File: config.mk
export PLATFORM = sky130hd
export DESIGN_NAME = mem_access_stage
export DESIGN_NICKNAME = d
export VERILOG_FILES = /design/src/rtl/mem_access_stage.sv
export SDC_FILE = /design/constraint.sdc
export NUM_CORES = 1
export LEC_CHECK = 0
export CAP_MARGIN = 5
export CORE_MARGIN = 5
export CORE_UTILIZATION = 42
export DETAILED_ROUTE_END_ITERATION = 8
export GPL_ROUTABILITY_DRIVEN = 0
export PLACE_DENSITY_LB_ADDON = 0.12
export SYNTH_ARGS = -nofsm -noshare
export SYNTH_HDL_FRONTEND = slang
export SYNTH_SLANG_ARGS = --single-unit
File: constraint.sdc
create_clock -name clk -period 2.35 [get_ports clk]
set_clock_uncertainty 0.15 [all_clocks]
set_input_delay 0.47 -clock clk [delete_from_list [all_inputs] [get_ports clk]]
set_output_delay 0.47 -clock clk [all_outputs]
set_load 0.005 [all_outputs]
File: src/rtl/mem_access_stage.sv
// MEM-stage data-memory access unit: drives a req/ack bus for loads and stores,
// steers byte lanes, extends load data and stalls upstream while an access is outstanding.
module mem_access_stage #(
    parameter int TIMEOUT = 16
) (
    input  logic        clk,
    input  logic        rst,
    input  logic        MemRead_in,
    input  logic        MemWrite_in,
    input  logic        RegWrite_in,
    input  logic        MemtoReg_in,
    input  logic [1:0]  size_in,
    input  logic        sign_ext_in,
    input  logic [31:0] alu_result_in,
    input  logic [31:0] wd_in,
    input  logic [4:0]  rfile_wn_in,
    output logic        dmem_req,
    output logic        dmem_we,
    output logic [31:0] dmem_addr,
    output logic [3:0]  dmem_be,
    output logic [31:0] dmem_wdata,
    input  logic        dmem_ack,
    input  logic [31:0] dmem_rdata,
    output logic        stall_out,
    output logic        RegWrite_out,
    output logic        MemtoReg_out,
    output logic [31:0] alu_result_out,
    output logic [4:0]  rfile_wn_out,
    output logic [31:0] rd_out,
    output logic        misalign_err,
    output logic        bus_err
);

    typedef enum logic [1:0] {IDLE, BUSY, DONE} state_t;

    localparam logic [7:0] WAIT_LAST = 8'(TIMEOUT - 1);

    state_t      state;
    state_t      next_state;
    logic [7:0]  wait_cnt;
    logic [31:0] load_data;
    logic        abort;

    logic        mem_op;
    logic        misaligned;
    logic        start;
    logic [3:0]  st_be;
    logic [31:0] st_wdata;
    logic [7:0]  lane_byte;
    logic [15:0] lane_half;
    logic [31:0] load_ext;

    assign mem_op = MemRead_in | MemWrite_in;
    assign start  = mem_op & ~misaligned;

    always_comb begin
        misaligned = 1'b0;
        case (size_in)
            2'b00:   misaligned = 1'b0;
            2'b01:   misaligned = alu_result_in[0];
            default: misaligned = (alu_result_in[1:0] != 2'b00);
        endcase
    end

    // Store lane steering; loads always fetch the whole word.
    always_comb begin
        st_be    = 4'b1111;
        st_wdata = wd_in;
        if (MemWrite_in) begin
            case (size_in)
                2'b00: begin
                    st_be    = 4'b0001 << alu_result_in[1:0];
                    st_wdata = {4{wd_in[7:0]}};
                end
                2'b01: begin
                    st_be    = alu_result_in[1] ? 4'b1100 : 4'b0011;
                    st_wdata = {2{wd_in[15:0]}};
                end
                default: ;
            endcase
        end
    end

    always_comb begin
        lane_byte = dmem_rdata[7:0];
        case (alu_result_in[1:0])
            2'b00: lane_byte = dmem_rdata[7:0];
            2'b01: lane_byte = dmem_rdata[15:8];
            2'b10: lane_byte = dmem_rdata[23:16];
            2'b11: lane_byte = dmem_rdata[31:24];
        endcase
        lane_half = alu_result_in[1] ? dmem_rdata[31:16] : dmem_rdata[15:0];
        case (size_in)
            2'b00:   load_ext = sign_ext_in ? {{24{lane_byte[7]}}, lane_byte} : {24'd0, lane_byte};
            2'b01:   load_ext = sign_ext_in ? {{16{lane_half[15]}}, lane_half} : {16'd0, lane_half};
            default: load_ext = dmem_rdata;
        endcase
    end

    always_ff @(posedge clk) begin
        if (!rst) state <= IDLE;
        else      state <= next_state;
    end

    always_comb begin
        next_state = state;
        case (state)
            IDLE:    if (start) next_state = BUSY;
            BUSY:    if (dmem_ack || (wait_cnt == WAIT_LAST)) next_state = DONE;
            DONE:    next_state = IDLE;
            default: next_state = IDLE;
        endcase
    end

    // Bus request and captured data; bus fields are latched at issue and held through BUSY.
    always_ff @(posedge clk) begin
        if (!rst) begin
            dmem_req   <= 1'b0;
            dmem_we    <= 1'b0;
            dmem_addr  <= 32'd0;
            dmem_be    <= 4'd0;
            dmem_wdata <= 32'd0;
            wait_cnt   <= 8'd0;
            load_data  <= 32'd0;
            abort      <= 1'b0;
        end else begin
            case (state)
                IDLE: begin
                    if (start) begin
                        dmem_req   <= 1'b1;
                        dmem_we    <= MemWrite_in;
                        dmem_addr  <= {alu_result_in[31:2], 2'b00};
                        dmem_be    <= st_be;
                        dmem_wdata <= st_wdata;
                        wait_cnt   <= 8'd0;
                        abort      <= 1'b0;
                    end
                end
                BUSY: begin
                    if (dmem_ack) begin
                        dmem_req  <= 1'b0;
                        load_data <= MemWrite_in ? 32'd0 : load_ext;
                    end else if (wait_cnt == WAIT_LAST) begin
                        dmem_req <= 1'b0;
                        abort    <= 1'b1;
                    end else begin
                        wait_cnt <= wait_cnt + 8'd1;
                    end
                end
                default: ;
            endcase
        end
    end

    assign MemtoReg_out   = MemtoReg_in;
    assign alu_result_out = alu_result_in;
    assign rfile_wn_out   = rfile_wn_in;

    always_comb begin
        stall_out    = 1'b0;
        RegWrite_out = 1'b0;
        rd_out       = 32'd0;
        misalign_err = 1'b0;
        bus_err      = 1'b0;
        case (state)
            IDLE: begin
                if (!mem_op) begin
                    RegWrite_out = RegWrite_in;
                end else if (misaligned) begin
                    misalign_err = 1'b1;
                end else begin
                    stall_out = 1'b1;
                end
            end
            BUSY: stall_out = 1'b1;
            DONE: begin
                if (abort) begin
                    bus_err = 1'b1;
                end else begin
                    RegWrite_out = RegWrite_in;
                    rd_out       = MemWrite_in ? 32'd0 : load_data;
                end
            end
            default: ;
        endcase
    end

endmodule

==> results by group, run 1 <==
Die
  – Ports: 255
  – Initial core utilization: 42.92%
  – Core Region: 12,670 µm²
  – Die Y: 123.8 µm
  – Total number of placement rows: 41
  – Die Footprint: 15,330 µm²
  – Die W: 123.8 µm

Synth
  – Post-synth top area share: 40.86%
  – Post-synth top flop: dfxtp_1
  – Async set-reset flop share out of synthesis: 0%
  – Unique masters post-synth: 54
  – Synth warn: 0
  – Synth top cells by count: 152 x nand2_1, 111 x dfxtp_1, 56 x a21boi_0
  – Syn_area_per_cell: 8.355 µm²
  – Post-synth EDFFs: 0
  – Sequential share of the synthesized area: 40.86%
  – Ranking of synthesized cells by area: dfxtp_1 41%, nand2_1 10%, a21boi_0 7.7%, buf_4 5.5%, and2_1 3.7%
  – Synth Register Bits: 111
  – Count leader, synth: nand2_1
  – Largest area contributor in the netlist: dfxtp_1
  – Mapped Cells: 651
  – Mapped Area: 5439 µm²

STA
  – Hold WS: 0.3106 ns
  – Max-slew headroom: 65.76%
  – Final setup violation count: 0
  – Final Hold Fails: 0
  – Min Tclk post-route: 2.300 ns
  – Max Slew Vio Count: 0
  – Worst-Margin Slew: 0.5101 ns
  – Max frequency: 434.9 MHz
  – Fin crit share: 97.85%
  – Setup TNS: 0 ns
  – RSZ-0062 raised after global routing: no

Global routing
  – Grt met1 use: 25.56%
  – Global-route usage over all layers: 21.65%
  – Congestion Overflow GR: 0
  – GR met2 Demand/Resource: 37.31%
  – First-pass GRT wire length: 26.36 mm
  – Antenna violations before repair: 0
  – GRT Max-Usage Layer: met2
  – Largest net degree at the start of global routing: 57
  – Global Route met3 Usage: 6.449%
  – Number of global-route vias before repair: 5,281

Hold path
  – HP Class: reg2reg

Pwr
  – Switch share: 25.13%
  – Clock power share: 32.8%
  – Peak VDD IR: 397.2 µV
  – Leak pwr: 0.003356 µW
  – Gate power share: 22.2%
  – Final total power: 4542 µW
  – Seq pwr share: 45.0%
  – NetSw: 1141 µW
  – Power per cell area: 549.1 nW/µm²
  – Pint: 3400 µW

Cells and area
  – Share of cells above drive strength 1: 8.459%
  – Finished Layout Cells: 1,035
  – Fill cells: 1,091
  – Area grow syn2layout: 52.08%
  – Nets@finish: 970
  – Diode count: 0

Setup path
  – Worst setup SP type: input port
  – WS Path Type: in2out
  – CP Data Arrival Time: 1.68 ns
  – Data required, critical path: 1.73 ns
  – Crit. End Element: output port
  – CP Max Fanout: 8

Clocking
  – Depth of the CTS H-tree: 3
  – Clock Tree Buf Depth: 2
  – Inserted Clock Buffers: 9
  – Clock Sinks: 111
  – Worst-path clk slew: 0.07 ns
  – Clk_lat worst skew: 0.34 ns
  – CTS tree: yes
  – Root Driver: clkbuf_16

Drt
  – WL per Instance: 16.70 µm
  – Vias: 5,269
  – Starting DRT DRC Count: 352
  – Final ANT Viol Nets: 0
  – Detailed Route WL: 17.29 mm
  – Vias per inst: 5.091
  – Drt drc: 0
  – DR pass1 iterations: 5

Flow run
  – Max Cap Viol: 0

Place
  – Placed cell count: 1,016
  – Port buffer count: 240
  – Hpwl dp: 13.09 mm

Outcome
  – Outcome: completed
-- cell usage in the layout (no fill, tap or decap), types with 4 or more instances in the layout --
cell type	count
clkdlybuf4s50_1	200
nand2_1	152
dfxtp_1	111
a21boi_0	56
dlygate4sd2_1	36
and2_1	32
buf_4	29
o21ai_0	25
a21oi_1	24
o211ai_1	19
mux2i_1	18
nor2_1	12
nand2b_1	12
inv_1	12
o211a_1	12
clkbuf_16	10
a32o_1	7
a22oi_1	6
o221ai_1	6
buf_12	6
mux2_2	5
and3_1	4
clkbuf_8	4
-- power groups by stage --
stage | logic [µW] | registers, µW | clock network (µW)
after detailed placement | 1000 | 2090 | 0
after global routing | 1090 | 2050 | 1620
after floorplan | 412 | 2090 | 0
after global placement | 985 | 2080 | 0
after CTS | 1010 | 2040 | 1540
final | 1010 | 2040 | 1490
-- sequential cells by signal (all words and copies together) (netlist names) --
signal,count
dmem_wdata,32
dmem_addr,30
wait_cnt,8
state,2
dmem_we,1
dmem_be,4
dmem_req,1
load_data,32
abort,1
-- cells by family after synthesis --
| kind of cell | share of synthesized area [%] |
|---|---|
| AO/OA/AOI/OAI | 22.87 |
| XOR/XNOR | 0.6442 |
| adder cells (fa/ha/maj) | 0.2300 |
| buffers and inverters | 10.12 |
| flip-flops | 40.86 |
| multiplexers | 4.762 |
| other | 0.06895 |
| AND/OR/NAND/NOR | 20.45 |
-- per-stage QoR --
step | instance area (µm²) | utilization (%) | worst slack (ns)
4_1_cts | 8230 | 64.96 | 0.03147
2_1_floorplan | 5443 | - | 0.3753
3_5_place_dp | 7929 | 62.58 | -0.4843
5_1_grt | 8272 | 65.28 | 0.003366
3_3_place_gp | 7929 | 62.58 | -0.3920
6_report | 8272 | 65.28 | 0.05048
-- path summary, 6_finish.rpt --
kind / startpoint / endpoint / slack [ns] / cells after the start
max: MemWrite_in / rd_out[6] / 0.05 / 6
min: dmem_wdata[11] / dmem_wdata[11] / 0.31 / 2
max reg2reg: state[0] / load_data[1] / 0.36 / 5
min reg2reg: dmem_wdata[11] / dmem_wdata[11] / 0.31 / 2
-- routing by layer --
metal,wire [µm],vias up
met5,0,-
met4,311,0
met3,1489,25
met2,8657,179
met1,6832,2462
li1,-,2603
-- worst max-delay path, stage by stage --
cell and delay, ns:
dlygate4sd2_1 0.27, nor4b_4 0.26, buf_6 0.17, clkbuf_16 0.15, and2_1 0.12, dlygate4sd2_1 0.24
-- area by class of cell --
type,instances,area [µm²],share of cell area (%)
Clock inverter,2,12.51,0.1513
Timing Repair Buffer,281,2785,33.67
Inverter,12,45.04,0.5445
Clock buffer,14,284.0,3.434
Multi-Input combinational cell,443,2708,32.73
Tap cell,172,215.2,2.602
Sequential cell,111,2222,26.86
-- timing repair --
action	in CTS	in global routing
setup buffers	1	0
pin swaps	2	1
gates resized for setup	50	6
hold buffers	0	0
cloned	1	1
endpoints found under the setup margin	36	7
Power figures use the tool's default switching activity.
==> run 2, diff against run 1 <==
Settings changed: CELL_PAD_IN_SITES_DETAIL_PLACEMENT set to 1, CELL_PAD_IN_SITES_GLOBAL_PLACEMENT set to 2, CORE_UTILIZATION 42 to 22, REMOVE_ABC_BUFFERS set to 1.
==> run 2 against run 1 <==
- setup slack improved by 0.0096 ns
- register-to-register slack better by 0.02 ns
- via count increased by 1.7%
- sequential share of layout area shrank 0.83 points
- critical path type unchanged
==> results by group, run 2 (synthesized netlist as in run 1, its figures left out) <==
Cells and area
  – Fill cells: 2,799 (+160%)
  – Share of cells above drive strength 1: 9.480% (+1.0 points)
  – Diode count: 0 (unchanged)
  – Register area: 2227 µm² (+0.23%)
  – Largest registers: dmem_wdata x32, load_data x32, dmem_addr x30
  – Area occupied by multi-input gates: 2740 µm² (+1.2%)
  – Nets@finish: 972 (+0.21%)
  – Most frequent cells in the layout: 200 x clkdlybuf4s50_1, 151 x nand2_1, 109 x dfxtp_1
  – Area grow syn2layout: 57.30%
  – Final instance area: 8556 µm² (+3.4%)
  – Commonest non-fill, non-tap cell in the layout: clkdlybuf4s50_1
  – Post-layout util: 35.18% (-30 points)

STA
  – Worst setup margin: 0.06006 ns (+0.009578 ns)
  – Final Hold Fails: 0 (unchanged)
  – Worst-Margin Slew: 0.6874 ns (+0.1772 ns)
  – Min Tclk post-route: 2.290 ns (-0.009578 ns)
  – Final setup violation count: 0 (unchanged)
  – Max Slew Vio Count: 0 (unchanged)
  – Max-slew headroom: 54.18% (-12 points)
  – Fin crit share: 97.44% (-0.41 points)
  – RSZ-0062 raised after global routing: yes
  – Max frequency: 436.7 MHz (+0.42%)

Place
  – Pre-CTS setup slack: -0.6445 ns (-0.1602 ns)
  – Placed inst area: 8159 µm² (+2.9%)
  – Hpwl dp: 15.87 mm (+21%)
  – Port buffer count: 240 (unchanged)

Outcome
  – Outcome: completed

Clocking
  – Clock Tree Buf Depth: 2 (unchanged)
  – Clock Sinks: 111 (unchanged)
  – Inserted Clock Buffers: 9 (unchanged)
  – Hold-fix buffers, CTS: 0 (unchanged)
  – CTS tree: yes
  – Depth of the CTS H-tree: 3 (unchanged)
  – Clk_lat worst skew: 0.35 ns (about the same)
  – Worst-path clk slew: 0.08 ns (about the same)
  – Root Driver: clkbuf_16

Die
  – Die Y: 167.2 µm (+35%)
  – Initial core utilization: 22.36% (-21 points)
  – Core Region: 24,320 µm² (+92%)
  – Die Footprint: 27,970 µm² (+82%)
  – Die W: 167.2 µm (+35%)
  – Ports: 255 (unchanged)
  – Total number of placement rows: 57 (+39%)

Setup path
  – Crit. End Element: output port
  – CP Data Arrival Time: 1.67 ns (about the same)
  – WS Path Type: in2out
  – Worst setup SP type: input port
  – Data required, critical path: 1.73 ns (about the same)
  – CP Max Fanout: 2 (-6)

Hold path
  – HP Class: reg2reg

Drt
  – WL per Instance: 18.09 µm (+8.3%)
  – Final ANT Viol Nets: 0 (unchanged)
  – Vias: 5,359 (+1.7%)
  – Vias per inst: 4.507 (-11%)
  – Starting DRT DRC Count: 191 (-46%)
  – Drt drc: 0 (unchanged)
  – DR pass1 iterations: 4 (-1)
  – Detailed Route WL: 21.51 mm (+24%)

Global routing
  – Antenna violations before repair: 0 (unchanged)
  – Congestion Overflow GR: 0 (unchanged)
  – Largest net degree at the start of global routing: 69 (+21%)
  – Number of global-route vias before repair: 5,880 (+11%)
  – First-pass GRT wire length: 33.60 mm (+27%)
  – Global-route usage over all layers: 14.90% (-6.7 points)

Flow run
  – Max Cap Viol: 0 (unchanged)

Pwr
  – Final total power: 4606 µW (+1.4%)
  – Leak pwr: 0.003255 µW (-3.0%)
  – Peak VDD IR: 384.1 µV (-3.3%)
  – Power per cell area: 538.4 nW/µm² (-1.9%)
-- run 2: cell count changes in the layout (fill, tap and decap cells not counted), sizes merged --
cell,previous run,this run
dlymetal6s2s,1,0
clkinv,1,3
inv,12,13
dlygate4sd2,36,7
clkdlybuf4s15,2,31
clkbuf,15,12
buf,41,44
-- run 2: stage by stage --
stage	TNS, ns	std cells	hold WS, ns
2_1_floorplan	-53.29	566	0.2667
3_3_place_gp	-60.60	1170	0.2765
3_5_place_dp	-61.76	1170	0.2900
4_1_cts	0	1188	0.3089
5_1_grt	-0.02890	1189	0.3328
6_report	0	1189	0.3015
-- run 2: critical path, stage by stage --
cell and delay, ns:
clkdlybuf4s50_1 0.50, nand2_2 0.10, buf_4 0.15, a2111oi_4 0.28, buf_2 0.17
-- run 2: repair_timing --
| action | in CTS | in global routing |
|---|---|---|
| pin swaps | 2 | 1 |
| gates resized for setup | 58 | 32 |
| gates cloned | 1 | 1 |
| buffers inserted | 2 | 0 |
| endpoints found under the setup margin | 110 | 75 |
-- run 2: report_power, final --
group	internal (µW)	leakage, µW	switching [µW]
registers	1990	0.000906	58.1
logic	578	0.00221	457
clock network	761	0.000136	765
total	3330	0.00325	1280
-- run 2: path summary, 6_finish.rpt --
check,startpoint,to,slack (ns),depth (start not counted)
worst min register to register,load_data[26],load_data[26],0.30,2
worst max-delay path,size_in[0],misalign_err,0.06,5
worst min-delay path,load_data[26],load_data[26],0.30,2
worst max register to register,state[1],load_data[0],0.38,7
-- run 2: cell type report --
class,instances,area share [%]
inverter,12,0.5265
tap,324,4.738
clock buffer,11,2.837
multi-input combinational,443,32.03
clock inverter,5,0.4972
timing repair buffer,283,33.34
sequential,111,26.03
-- run 2: metal layers --
layer  global-route usage, %  vias up  share of wire (%)
met2                   25.20      178                 47
met4                   3.317        0                1.0
met5                       0        -                  0
met3                   6.388       14                9.2
li1                        -     2607                  -
met1                   17.66     2560                 42
==> run 3, diff against run 2 <==
Settings changed: CORE_UTILIZATION 22 to 23, CTS_BUF_LIST set to sky130_fd_sc_hd__clkbuf_8.
==> run 3 against run 2 <==
- the run now ends with setup timing left
- critical path depth rose by 2
- fmax shrank 3.5%
- utilization up 1.5 points
- clock-buffer cell count fell by 2
- sequential cell count did not move
- sequential share of layout area is essentially flat
- largest power group unchanged
==> results by group, run 3 (synthesized netlist as in run 1, its figures left out) <==
Place
  – Pre-CTS setup slack: -0.6481 ns (-0.003626 ns)
  – Port buffer count: 240 (unchanged)
  – Hpwl dp: 15.67 mm (-1.3%)
  – Placed inst area: 8125 µm² (-0.41%)

Pwr
  – Leak pwr: 0.003397 µW (+4.4%)
  – Final total power: 4429 µW (-3.9%)
  – Power per cell area: 516.2 nW/µm² (-4.1%)
  – Peak VDD IR: 220.9 µV (-42%)

Drt
  – Vias per inst: 4.584 (+1.7%)
  – Starting DRT DRC Count: 173 (-9.4%)
  – WL per Instance: 18.07 µm (-0.10%)
  – Final ANT Viol Nets: 0 (unchanged)
  – Drt drc: 0 (unchanged)
  – Vias: 5,482 (+2.3%)
  – DR pass1 iterations: 4 (unchanged)
  – Detailed Route WL: 21.61 mm (+0.48%)

Hold path
  – WHS Path Cells: 2 (unchanged)
  – Hold Startpoint: dmem_wdata[14]
  – Hold path endpoint: dmem_wdata[14]
  – HP Class: reg2reg

STA
  – Final Hold Fails: 0 (unchanged)
  – Worst-Margin Slew: 0.5041 ns (-0.1833 ns)
  – Max frequency: 421.3 MHz (-3.5%)
  – Min Tclk post-route: 2.373 ns (+0.08353 ns)
  – Final setup violation count: 2 (+2)
  – Max-slew headroom: 66.40% (+12 points)
  – Max Slew Vio Count: 0 (unchanged)
  – Fin crit share: 101.0% (+3.6 points)
  – Setup TNS: -0.04681 ns (-0.04681 ns)
  – Worst setup margin: -0.02347 ns (-0.08353 ns)
  – RSZ-0062 raised after global routing: yes

Setup path
  – R2r setup slk: 0.40 ns (+0.02 ns)
  – Number of buffers and inverters on the critical path: 5 (+2)
  – Data required, critical path: 1.73 ns (about the same)
  – Most numerous cell on the critical path: buf_6
  – CP max-delay cell: dfxtp_4
  – CP Depth: 7 (+2)
  – WS Path Type: reg2out
  – CP Max Fanout: 5 (+3)
  – Crit. End Element: output port
  – Max incr delay on CP: 0.38 ns (-0.12 ns)
  – Worst setup SP type: flip-flop
  – Number of cells on the worst reg-to-reg path: 5 (-2)
  – Reg-to-Reg Start: wait_cnt[4]
  – Crit path max-delay family: buffers and inverters
  – Critical R2R Capture: wait_cnt[1]
  – CP Data Arrival Time: 1.75 ns (+0.08 ns)
  – Crit-path cells: nor4b_4 > buf_6 > buf_8 > buf_6 > buf_6 > and2_4 > buf_6

Global routing
  – Global-route usage over all layers: 15.65% (+0.75 points)
  – First-pass GRT wire length: 33.02 mm (-1.7%)
  – Number of global-route vias before repair: 5,912 (+0.54%)
  – Largest net degree at the start of global routing: 75 (+8.7%)
  – Congestion Overflow GR: 0 (unchanged)
  – Antenna violations before repair: 1 (+1)

Outcome
  – Violated checks: setup timing
  – Outcome: finished with violations

Cells and area
  – Diode count: 0 (unchanged)
  – Share of cells above drive strength 1: 16.76% (+7.3 points)
  – Fill cells: 2,751 (-1.7%)
  – Register area: 2233 µm² (+0.28%)
  – Nets@finish: 984 (+1.2%)
  – Final instance area: 8579 µm² (+0.28%)
  – Area grow syn2layout: 57.74%
  – Largest registers: dmem_wdata x32, load_data x32, dmem_addr x30
  – Most frequent cells in the layout: 198 x clkdlybuf4s50_1, 151 x nand2_1, 108 x dfxtp_1
  – Post-layout util: 36.66% (+1.5 points)
  – Area occupied by multi-input gates: 2775 µm² (+1.3%)
  – Commonest non-fill, non-tap cell in the layout: clkdlybuf4s50_1

Clocking
  – Worst-path clk slew: 0.12 ns (+0.04 ns)
  – Clock Sinks: 111 (unchanged)
  – Clk_lat worst skew: 0.39 ns (+0.04 ns)
  – Depth of the CTS H-tree: 3 (unchanged)
  – Clock Tree Buf Depth: 2 (unchanged)
  – Inserted Clock Buffers: 9 (unchanged)
  – CTS tree: yes
  – Root Driver: clkbuf_8
  – Hold-fix buffers, CTS: 0 (unchanged)

Die
  – Die Y: 163.8 µm (-2.1%)
  – Die W: 163.8 µm (-2.1%)
  – Die Footprint: 26,820 µm² (-4.1%)
  – Ports: 255 (unchanged)
  – Core Region: 23,400 µm² (-3.8%)
  – Initial core utilization: 23.24% (+0.88 points)
  – Total number of placement rows: 56 (-1.8%)

Flow run
  – Max Cap Viol: 0 (unchanged)
-- run 3: changes by cell type in the layout (fill, tap and decap cells not counted), sizes merged --
cell	delta
buf	+43
clkdlybuf4s15	-30
dlygate4sd2	-4
dlymetal6s2s	+4
bufinv	+2
clkdlybuf4s50	-2
clkbuf	-1
clkinv	-1
inv	+1
-- run 3: area by class of cell --
cell class | instances | area share (%)
Inverter | 12 | 0.5250
Clock inverter | 7 | 1.108
Timing Repair Buffer | 295 | 33.89
Sequential cell | 111 | 26.03
Clock buffer | 9 | 1.444
Multi-Input combinational cell | 443 | 32.35
Tap cell | 319 | 4.652
-- run 3: worst max path at each step --
| stage | from | to |
|---|---|---|
| 6_report | state[0] | rd_out[16] |
| 5_1_grt | state[0] | rd_out[16] |
| 4_1_cts | abort | rd_out[15] |
| 3_5_place_dp | alu_result_in[1] | misalign_err |
| 3_3_place_gp | alu_result_in[1] | misalign_err |
| 2_1_floorplan | MemWrite_in | rd_out[0] |
-- run 3: repair_timing --
item                                    in CTS  in global routing
pin swaps                                   10                  7
endpoints found under the setup margin      42                 48
resized for setup                          150                 58
buffers inserted                            12                  7
cloned                                       3                  0
-- run 3: metrics by stage --
stage | hold slack [ns] | instances
4_1_cts | 0.3211 | 1194
2_1_floorplan | 0.2667 | 566
3_3_place_gp | 0.2792 | 1163
3_5_place_dp | 0.2919 | 1163
6_report | 0.3193 | 1196
5_1_grt | 0.3421 | 1196
-- run 3: metal layers --
layer	routed length (µm)	GRT usage, %	share of wire (%)	vias to the layer above
met5	13	0	0.060	-
met4	201	2.821	0.93	2
met3	2082	7.227	9.6	16
met2	10500	27.30	49	184
met1	8813	17.73	41	2653
li1	-	-	-	2627
-- run 3: worst register-to-register path, stage by stage (launching register included) --
cell	delay, ns
dfxtp_1	0.37
or4_1	0.57
o21ai_1	0.37
buf_4	0.19
nor2_1	0.04
o21a_1	0.17
-- run 3: power by group --
group | internal, µW | leakage (µW) | switching [µW]
registers | 1990 | 0.000907 | 58.1
clock network | 606 | 0.000110 | 729
logic | 587 | 0.00238 | 463
